--- config.mk ---
export PLATFORM = sky130hd
export DESIGN_NAME = uart_tx_core
export DESIGN_NICKNAME = d
export VERILOG_FILES = /design/src/rtl/uart_tx_core.sv
export SDC_FILE = /design/constraint.sdc
export NUM_CORES = 1
export LEC_CHECK = 0
export ABC_AREA = 1
export CORE_ASPECT_RATIO = 0.75
export CORE_MARGIN = 4
export CORE_UTILIZATION = 30
export CTS_BUF_LIST = sky130_fd_sc_hd__clkbuf_2
export DETAILED_ROUTE_END_ITERATION = 8
export PLACE_DENSITY_LB_ADDON = 0.25
export SLEW_MARGIN = 25
export SYNTH_ARGS = -nofsm -noshare
export SYNTH_HDL_FRONTEND = slang
export SYNTH_SLANG_ARGS = --single-unit
--- constraint.sdc ---
create_clock -name clk -period 3.4 [get_ports clk]
set_clock_uncertainty 0.2 [all_clocks]
set_input_delay 0.68 -clock clk [delete_from_list [all_inputs] [get_ports clk]]
set_output_delay 0.68 -clock clk [all_outputs]
set_load 0.005 [all_outputs]
--- src/rtl/uart_tx_core.sv ---
// UART serial transmit engine: start bit, 5-8 data bits LSB first, optional parity, 1-2 stop bits.
// Define UART_TX_BREAK_EN to add the tx_break input and the BREAK line-hold state.
module uart_tx_core #(
    parameter int BAUD_DIV = 434
) (
    input  logic       clk,
    input  logic       reset_n,
    input  logic [7:0] tx_data,
    input  logic [1:0] data_bit_num,
    input  logic       stop_bit_num,
    input  logic       parity_en,
    input  logic       parity_type,
    input  logic       start_tx,
`ifdef UART_TX_BREAK_EN
    input  logic       tx_break,
`endif
    output logic       start_tx_re_cfg,
    output logic       tx_done,
    output logic       tx
);

    localparam int CNT_W = $clog2(BAUD_DIV);
    localparam logic [CNT_W-1:0] BAUD_LAST = CNT_W'(BAUD_DIV - 1);

    typedef enum logic [2:0] {
        S_IDLE,
        S_START,
        S_DATA,
        S_PARITY,
        S_STOP
`ifdef UART_TX_BREAK_EN
        ,
        S_BREAK
`endif
    } state_t;

    state_t           state, state_nxt;
    logic [CNT_W-1:0] baud_cnt, baud_cnt_nxt;
    logic [2:0]       bit_cnt, bit_cnt_nxt;
    logic             tx_nxt, tx_done_nxt, ack_nxt;
    logic             load_shadow;

    logic [7:0]       sh_data;
    logic [2:0]       sh_last_bit;
    logic             sh_stop2;
    logic             sh_par_en;
    logic             sh_par_type;

    logic             baud_last;
    logic [2:0]       bit_inc;
    logic             parity_bit;

    assign baud_last  = (baud_cnt == BAUD_LAST);
    assign bit_inc    = bit_cnt + 3'd1;
    // Payload bits above the frame width are cleared at load, so a full XOR gives the parity.
    assign parity_bit = (^sh_data) ^ sh_par_type;

    always_comb begin
        // NOTE: every signal written here gets a default first so no latch is inferred.
        state_nxt    = state;
        baud_cnt_nxt = baud_last ? '0 : baud_cnt + CNT_W'(1);
        bit_cnt_nxt  = bit_cnt;
        tx_nxt       = tx;
        tx_done_nxt  = tx_done;
        ack_nxt      = 1'b0;
        load_shadow  = 1'b0;

        case (state)
            S_IDLE: begin
                tx_nxt       = 1'b1;
                tx_done_nxt  = 1'b1;
                baud_cnt_nxt = '0;
                bit_cnt_nxt  = '0;
                if (start_tx) begin
                    load_shadow = 1'b1;
                    state_nxt   = S_START;
                    tx_nxt      = 1'b0;
                    tx_done_nxt = 1'b0;
                    ack_nxt     = 1'b1;
                end
`ifdef UART_TX_BREAK_EN
                else if (tx_break) begin
                    state_nxt   = S_BREAK;
                    tx_nxt      = 1'b0;
                    tx_done_nxt = 1'b0;
                end
`endif
            end

            S_START: begin
                if (baud_last) begin
                    state_nxt   = S_DATA;
                    bit_cnt_nxt = '0;
                    tx_nxt      = sh_data[0];
                end
            end

            S_DATA: begin
                if (baud_last) begin
                    if (bit_cnt == sh_last_bit) begin
                        bit_cnt_nxt = '0;
                        if (sh_par_en) begin
                            state_nxt = S_PARITY;
                            tx_nxt    = parity_bit;
                        end else begin
                            state_nxt = S_STOP;
                            tx_nxt    = 1'b1;
                        end
                    end else begin
                        bit_cnt_nxt = bit_inc;
                        tx_nxt      = sh_data[bit_inc];
                    end
                end
            end

            S_PARITY: begin
                if (baud_last) begin
                    state_nxt   = S_STOP;
                    bit_cnt_nxt = '0;
                    tx_nxt      = 1'b1;
                end
            end

            S_STOP: begin
                tx_nxt = 1'b1;
                if (baud_last) begin
                    if (sh_stop2 && (bit_cnt == 3'd0)) begin
                        bit_cnt_nxt = 3'd1;
                    end else begin
                        state_nxt   = S_IDLE;
                        bit_cnt_nxt = '0;
                        tx_done_nxt = 1'b1;
                    end
                end
            end

`ifdef UART_TX_BREAK_EN
            // bit_cnt 0: line held low while tx_break stays high; bit_cnt 1: one bit time of mark.
            S_BREAK: begin
                if (bit_cnt == 3'd0) begin
                    baud_cnt_nxt = '0;
                    if (!tx_break) begin
                        bit_cnt_nxt = 3'd1;
                        tx_nxt      = 1'b1;
                    end else begin
                        tx_nxt = 1'b0;
                    end
                end else begin
                    tx_nxt = 1'b1;
                    if (baud_last) begin
                        state_nxt   = S_IDLE;
                        bit_cnt_nxt = '0;
                        tx_done_nxt = 1'b1;
                    end
                end
            end
`endif

            default: begin
                state_nxt    = S_IDLE;
                baud_cnt_nxt = '0;
                bit_cnt_nxt  = '0;
                tx_nxt       = 1'b1;
                tx_done_nxt  = 1'b1;
            end
        endcase
    end

    // NOTE: sequential state uses non-blocking assignments; the combinational block above uses blocking.
    always_ff @(posedge clk or negedge reset_n) begin
        if (!reset_n) begin
            state           <= S_IDLE;
            baud_cnt        <= '0;
            bit_cnt         <= '0;
            tx              <= 1'b1;
            tx_done         <= 1'b1;
            start_tx_re_cfg <= 1'b0;
        end else begin
            state           <= state_nxt;
            baud_cnt        <= baud_cnt_nxt;
            bit_cnt         <= bit_cnt_nxt;
            tx              <= tx_nxt;
            tx_done         <= tx_done_nxt;
            start_tx_re_cfg <= ack_nxt;
        end
    end

    // NOTE: shadow registers carry no reset; they are only read after a start has loaded them.
    always_ff @(posedge clk) begin
        if (load_shadow) begin
            sh_data     <= tx_data & (8'hFF >> (2'd3 - data_bit_num));
            sh_last_bit <= {1'b1, data_bit_num};
            sh_stop2    <= stop_bit_num;
            sh_par_en   <= parity_en;
            sh_par_type <= parity_type;
        end
    end

endmodule

==> impl_results.md, run 1 <==
* Hold Violations, Final at 0
* Slew margin rel. at 44.3%
* Worst path arrival time at 1.41 ns
* # Post-CTS Setup Buffers at 0
* # diodes at 0
* Clock Tree Buf Depth at 2
* RSZ-0062 raised after global routing: no
* Detail Route Antenna Nets at 0
* Vias in the first global route at 1150
* Total global-route track usage at 9.79%
* Pre-antenna DRT Iters at 4
* Core Rows at 23
* Fill cells at 563
* CP max stage delay at 0.56 ns
* WL/cell at 10.2 um
* Initial antenna violation count at 0
* Via/cell ratio at 4.27
* TritonCTS clock tree: built
* Crit path time final at 2.29 ns
* Synthesized area at 1640 um^2
* Most common cell after layout, fill and taps aside: nand2_1
* Seq/Total Area, Yosys at 51.3%
* Run status: finished clean
* Clk slew on worst S/H paths at 0.17 ns
* Busiest grt layer: met1
* GR Layer Usage met2 at 13.0%
* Post-Place Cell Area at 1910 um^2
* Final-report setup violation count at 0
* I/O Buffers at 18
* Hold WC Path Type: reg2reg
* First-pass GRT wire length at 5080 um
* CTS Sinks at 31
* Crit path cell chain: clkdlybuf4s50_1
* Met3 usage at 4.04%
* Largest net degree at the start of global routing at 19
* Initial Util at 30.9%
* Delay-heaviest family, CP: flip-flops
* Met1 GRT Util at 14.0%
* GRT Residual Overflow at 0
* WP buf/inv at 1
* DRC Markers at 0
* Max-cap violations at 0
* Measured slew at the worst slew-check pin at 0.833 ns
* Core area at 5320 um^2
* Leakage at 0.870 nW
* Root Driver: clkbuf_2
* Hold WS at 0.276 ns
* Critical path startpoint category: flip-flop
* Area Growth Syn to Fin at 20.2%
* Dpl hpwl at 2310 um
* Critical path class: reg2out
* Slew Viols, Final at 0
* Die Footprint at 6740 um^2
* I/O pins at 19
* Slowest cell on crit path: dfstp_2
* Synth Net Count at 210
* Crit Path Max Fanout at 2
* Required @ worst endpoint at 2.52 ns
* Ratio of cells with drive above 1 in the final layout at 8.80%
* Via count at 1244
* CTS Hold Bufs at 0
* Synth unique cells at 31
* Post-Syn Instances at 190
* Routed WL at 2980 um
* GPL Wtd Cong at 0.717
* Clock latency on the worst-skew pair at 0.36 ns
* Period utilization at 67.5%
* Iter 0 DRT Violations at 37
* Ys Warns at 0
* Syn avg cell area at 8.65 um^2
* Sum Neg Setup Slack at 0 ns
* Max Fclk at 436 MHz
* Worst vdd ir at 0.000358 V
* Power Density at 647 nW/um^2
* Fin area at 1970 um^2
* Post-CTS Resized at 0
* Post-synthesis sequential element count at 31
* CTS Buf Count at 5
* Nets at 235
* Die Ht at 72.1 um
* Die W at 93.5 um
* CP endpoint kind: output port
* Commonest non-fill, non-tap cells in the layout: nand2_1, inv_1, nor2_1
* H-tree Lvls at 2
## synthesized netlist by cell type, drive strengths merged
cell    instances  share of area [%]
nand2          49                 12
inv            30                6.9
nor2           20                4.6
dfrtp          16                 24
a21oi          14                4.3
edfxtp         13                 24
nand3          12                4.0
o21ai           7                2.8
nor3            5                1.8
ha              4                3.0
xor2            3                1.6
dfstp           2                3.2
nand4           2                2.1
o22ai           2               0.76
xnor2           2                1.1
a211o           1               0.53
a21boi          1               0.46
a31oi           1               0.38
and3            1               0.38
clkbuf          1               0.84
nor3b           1               0.46
o211ai          1               0.46
o21a            1               0.46
or2             1               0.38
## layer usage
metal  routed length [um]  vias to the layer above
li1                     -                      664
met1                 1640                      552
met2                 1150                       23
met3                  159                        5
met4                   39                        0
met5                    0                        -
## cell families after synthesis
kind of cell / synth area share [%]
and+or+nand+nor: 25.1
xor gates and xnor gates: 2.67
AOI/OAI and AO/OA: 10.1
DFF: 51.3
buffers and inverters: 7.69
adders and majority gates: 3.05
## path summary, 6_finish.rpt
path	startpoint	to	slack [ns]	depth (start not counted)
hold / removal	tx_done$_DFFE_PN1P_	tx_done$_DFFE_PN1P_	0.28	2
min in group asynchronous	reset_n	state[2]$_DFFE_PN0P_	0.57	1
hold reg to reg	tx_done$_DFFE_PN1P_	tx_done$_DFFE_PN1P_	0.28	2
max in group asynchronous	reset_n	baud_cnt[6]$_DFF_PN0_	1.90	1
setup / recovery	tx_done$_DFFE_PN1P_	tx_done	1.11	1
setup reg to reg	bit_cnt[0]$_DFFE_PN0P_	tx$_DFFE_PN1P_	1.45	11
## area by class of cell
type | count | area, um^2 | share of cell area [%]
Sequential cell | 31 | 843 | 42.7
Multi-Input combinational cell | 128 | 673 | 34.1
Timing Repair Buffer | 19 | 188 | 9.51
Inverter | 30 | 113 | 5.70
Tap cell | 75 | 93.8 | 4.75
Clock inverter | 3 | 38.8 | 1.96
Clock buffer | 5 | 25.0 | 1.27
## through the flow
stage / setup WS (ns) / utilization (%) / power, mW / cells
6_report: 1.11 / 37.1 / 1.28 / 291
5_1_grt: 1.02 / 37.1 / 1.39 / 291
4_1_cts: 1.06 / 37.1 / 1.30 / 291
3_5_place_dp: 1.35 / 35.9 / 1.05 / 283
3_3_place_gp: 1.36 / 35.9 / 1.05 / 283
2_1_floorplan: 1.47 / - / 0.926 / 190
## sequential cells by signal, indices dropped and copies added (netlist names)
| signal | count |
|---|---|
| sh_par_en | 1 |
| tx | 1 |
| start_tx_re_cfg | 1 |
| tx_done | 1 |
| sh_par_type | 1 |
| sh_stop2 | 1 |
| bit_cnt | 3 |
| baud_cnt | 9 |
| sh_last_bit | 2 |
| state | 3 |
| sh_data | 8 |
## power breakdown
part           internal, mW  leakage [nW]  switching [mW]
clock                 0.121        0.0404           0.126
combinational         0.194         0.472           0.283
sequential            0.487         0.358          0.0653
## tightest hold or removal path, cell delays in order, from the launching register on
cell	delay, ns
dfstp_2	0.40
inv_1	0.04
a21oi_1	0.05
No activity file was read; power rests on OpenSTA's default activity.
==> run 2: changes to the inputs <==
==> constraint.sdc (replaced) <==
create_clock -name clk -period 2.3 [get_ports clk]
set_clock_uncertainty 0.2 [all_clocks]
set_input_delay 0.46 -clock clk [delete_from_list [all_inputs] [get_ports clk]]
set_output_delay 0.46 -clock clk [all_outputs]
set_load 0.005 [all_outputs]
==> run 2 against run 1 <==
  * Cell area down 0.82%
  * Sequential power is 48% higher
  * Routed wire length is 4.8% higher
  * Register-to-register slack lost 1.1 ns
  * Global-route usage up 0.72 points
  * Largest power group unchanged
  * Critical path type unchanged
  * Worst setup slack worse by 0.87 ns
  * Hold slack worse by 0.061 ns
  * Utilization fell by 0.31 points
  * Clock-buffer cell count is 2 higher
  * First-iteration DRC count rose to 3.0 times the previous value
  * Final cell count is 0.34% higher
==> impl_results.md, run 2 (synthesized netlist as in run 1, its figures left out) <==
* Slowest cell on crit path: dfstp_2
* Delay-heaviest family, CP: flip-flops
* GPL Wtd Cong at 0.761 (+6.2%)
* I/O pins at 19 (unchanged)
* Core Rows at 23 (unchanged)
* Area Growth Syn to Fin at 19.2%
* Hold WC Path Type: in2async
* Total global-route track usage at 10.5% (+0.72 points)
* Clock Tree Buf Depth at 2 (unchanged)
* Routed WL at 3120 um (+4.8%)
* Period utilization at 89.9%
* Largest net degree at the start of global routing at 19 (unchanged)
* WL/cell at 10.7 um (+4.4%)
* Crit Path Max Fanout at 2 (unchanged)
* Post-Place Cell Area at 1920 um^2 (+0.39%)
* Sequential share of power at 45.2% (+1.9 points)
* Root Driver: clkbuf_2
* Leakage at 0.868 nW (-0.30%)
* Measured slew at the worst slew-check pin at 0.420 ns (-0.414 ns)
* Ratio of cells with drive above 1 in the final layout at 9.68% (+0.88 points)
* R2r setup slk at 0.35 ns (-1.10 ns)
* Commonest non-fill, non-tap cells in the layout: nand2_1, inv_1, nor2_1
* Crit path time final at 2.07 ns
* Critical path class: reg2out
* Reg with most FFs: baud_cnt
* CTS Buf Count at 5 (unchanged)
* Switch Pwr at 0.717 mW (+51%)
* DP Worst Slack at 0.385 ns (-0.966 ns)
* FF-to-FF path depth at 11 (unchanged)
* Reg-to-Reg Start: bit_cnt[0]$_DFFE_PN0P_
* Crit path cell chain: clkdlybuf4s50_1
* Final-report setup violation count at 0 (unchanged)
* Largest regs: baud_cnt x9, sh_data x8
* DP Cell Count at 284 (+0.35%)
* P_int at 1.09 mW (+36%)
* Switching portion of total power at 39.6% (+2.5 points)
* DRC Markers at 0 (unchanged)
* CP endpoint kind: output port
* Hold Violations, Final at 0 (unchanged)
* Via count at 1233 (-0.88%)
* Die Footprint at 6740 um^2 (unchanged)
* I/O Buffers at 18 (unchanged)
* Combinational share of power at 39.8% (+2.4 points)
* Worst path arrival time at 1.41 ns (about the same)
* Clk slew on worst S/H paths at 0.17 ns (about the same)
* Run status: finished clean
* Critical path startpoint category: flip-flop
* Most common cell after layout, fill and taps aside: nand2_1
* # Post-CTS Setup Buffers at 0 (unchanged)
* RR Endpoint: tx$_DFFE_PN1P_
* Initial Util at 30.9% (unchanged)
* CP max stage delay at 0.57 ns (about the same)
* Slew Viols, Final at 0 (unchanged)
* Clock latency on the worst-skew pair at 0.35 ns (about the same)
* Vias in the first global route at 1253 (+9.0%)
* Power, Total at 1.81 mW (+42%)
* # diodes at 0 (unchanged)
* Pre-antenna DRT Iters at 4 (unchanged)
* Required @ worst endpoint at 1.64 ns (-0.88 ns)
* Largest register FFs at 9 (unchanged)
* Max-cap violations at 0 (unchanged)
* WP buf/inv at 1 (unchanged)
* Fin worst setup slack at 0.232 ns (-0.874 ns)
* Die Ht at 72.1 um (unchanged)
* GRT Residual Overflow at 0 (unchanged)
* CTS Sinks at 31 (unchanged)
* Detail Route Antenna Nets at 0 (unchanged)
* Die W at 93.5 um (unchanged)
* Dpl hpwl at 2350 um (+1.5%)
* Power Density at 924 nW/um^2 (+43%)
* CTS Hold Bufs at 0 (unchanged)
* H-tree Lvls at 2 (unchanged)
* Fin cells at 292 (+0.34%)
* Clk pwr share at 15.1% (-4.2 points)
* RSZ-0062 raised after global routing: no
* Worst vdd ir at 0.000386 V (+8.0%)
* Sum Neg Setup Slack at 0 ns (unchanged)
* Post-CTS Resized at 0 (unchanged)
* Nets at 236 (+0.43%)
* Max Fclk at 484 MHz
* Iter 0 DRT Violations at 111 (+200%)
* Initial antenna violation count at 0 (unchanged)
* TritonCTS clock tree: built
* First-pass GRT wire length at 5580 um (+9.9%)
* Via/cell ratio at 4.22 (-1.2%)
* Slew margin rel. at 71.9% (+28 points)
* Core Util, Final at 36.8% (-0.31 points)
* Hold WS at 0.215 ns (-0.0608 ns)
* Fin area at 1960 um^2 (-0.82%)
* Core area at 5320 um^2 (unchanged)
[run 2: how the worst max path moves through the flow]
| stage | to | cells past startpoint | start | slack, ns |
|---|---|---|---|---|
| final | tx | 1 | tx$_DFFE_PN1P_ | 0.23 |
| after global routing | tx$_DFFE_PN1P_ | 11 | bit_cnt[0]$_DFFE_PN0P_ | 0.14 |
| after CTS | tx_done | 1 | tx_done$_DFFE_PN1P_ | 0.20 |
| after detailed placement | tx$_DFFE_PN1P_ | 11 | bit_cnt[0]$_DFFE_PN0P_ | 0.38 |
| after global placement | tx$_DFFE_PN1P_ | 11 | bit_cnt[0]$_DFFE_PN0P_ | 0.34 |
| after floorplan | sh_data[0]$_DFFE_PP_ | 3 | state[0]$_DFFE_PN0P_ | 0.44 |
[run 2: power by group through the flow]
stage | clock network, mW | logic (mW) | registers (mW)
after global routing | 0.310 | 0.844 | 0.839
final | 0.273 | 0.720 | 0.817
after CTS | 0.290 | 0.730 | 0.821
after global placement | 0 | 0.722 | 0.831
after detailed placement | 0 | 0.729 | 0.832
after floorplan | 0 | 0.560 | 0.808
[run 2: per-layer routing]
layer | routed length (um) | GRT usage (%) | vias to the layer above
met5 | 0 | 0 | -
met3 | 144 | 3.63 | 2
met2 | 1260 | 15.5 | 19
li1 | - | - | 668
met4 | 8 | 3.09 | 0
met1 | 1700 | 14.6 | 544
[run 2: layout make-up]
cell class	instances	area, um^2
Fill cell	547	3370
Sequential cell	31	843
Multi-Input combinational cell	128	673
Timing Repair Buffer	20	195
Inverter	30	113
Tap cell	75	93.8
Clock buffer	7	35.0
Clock inverter	1	5.00
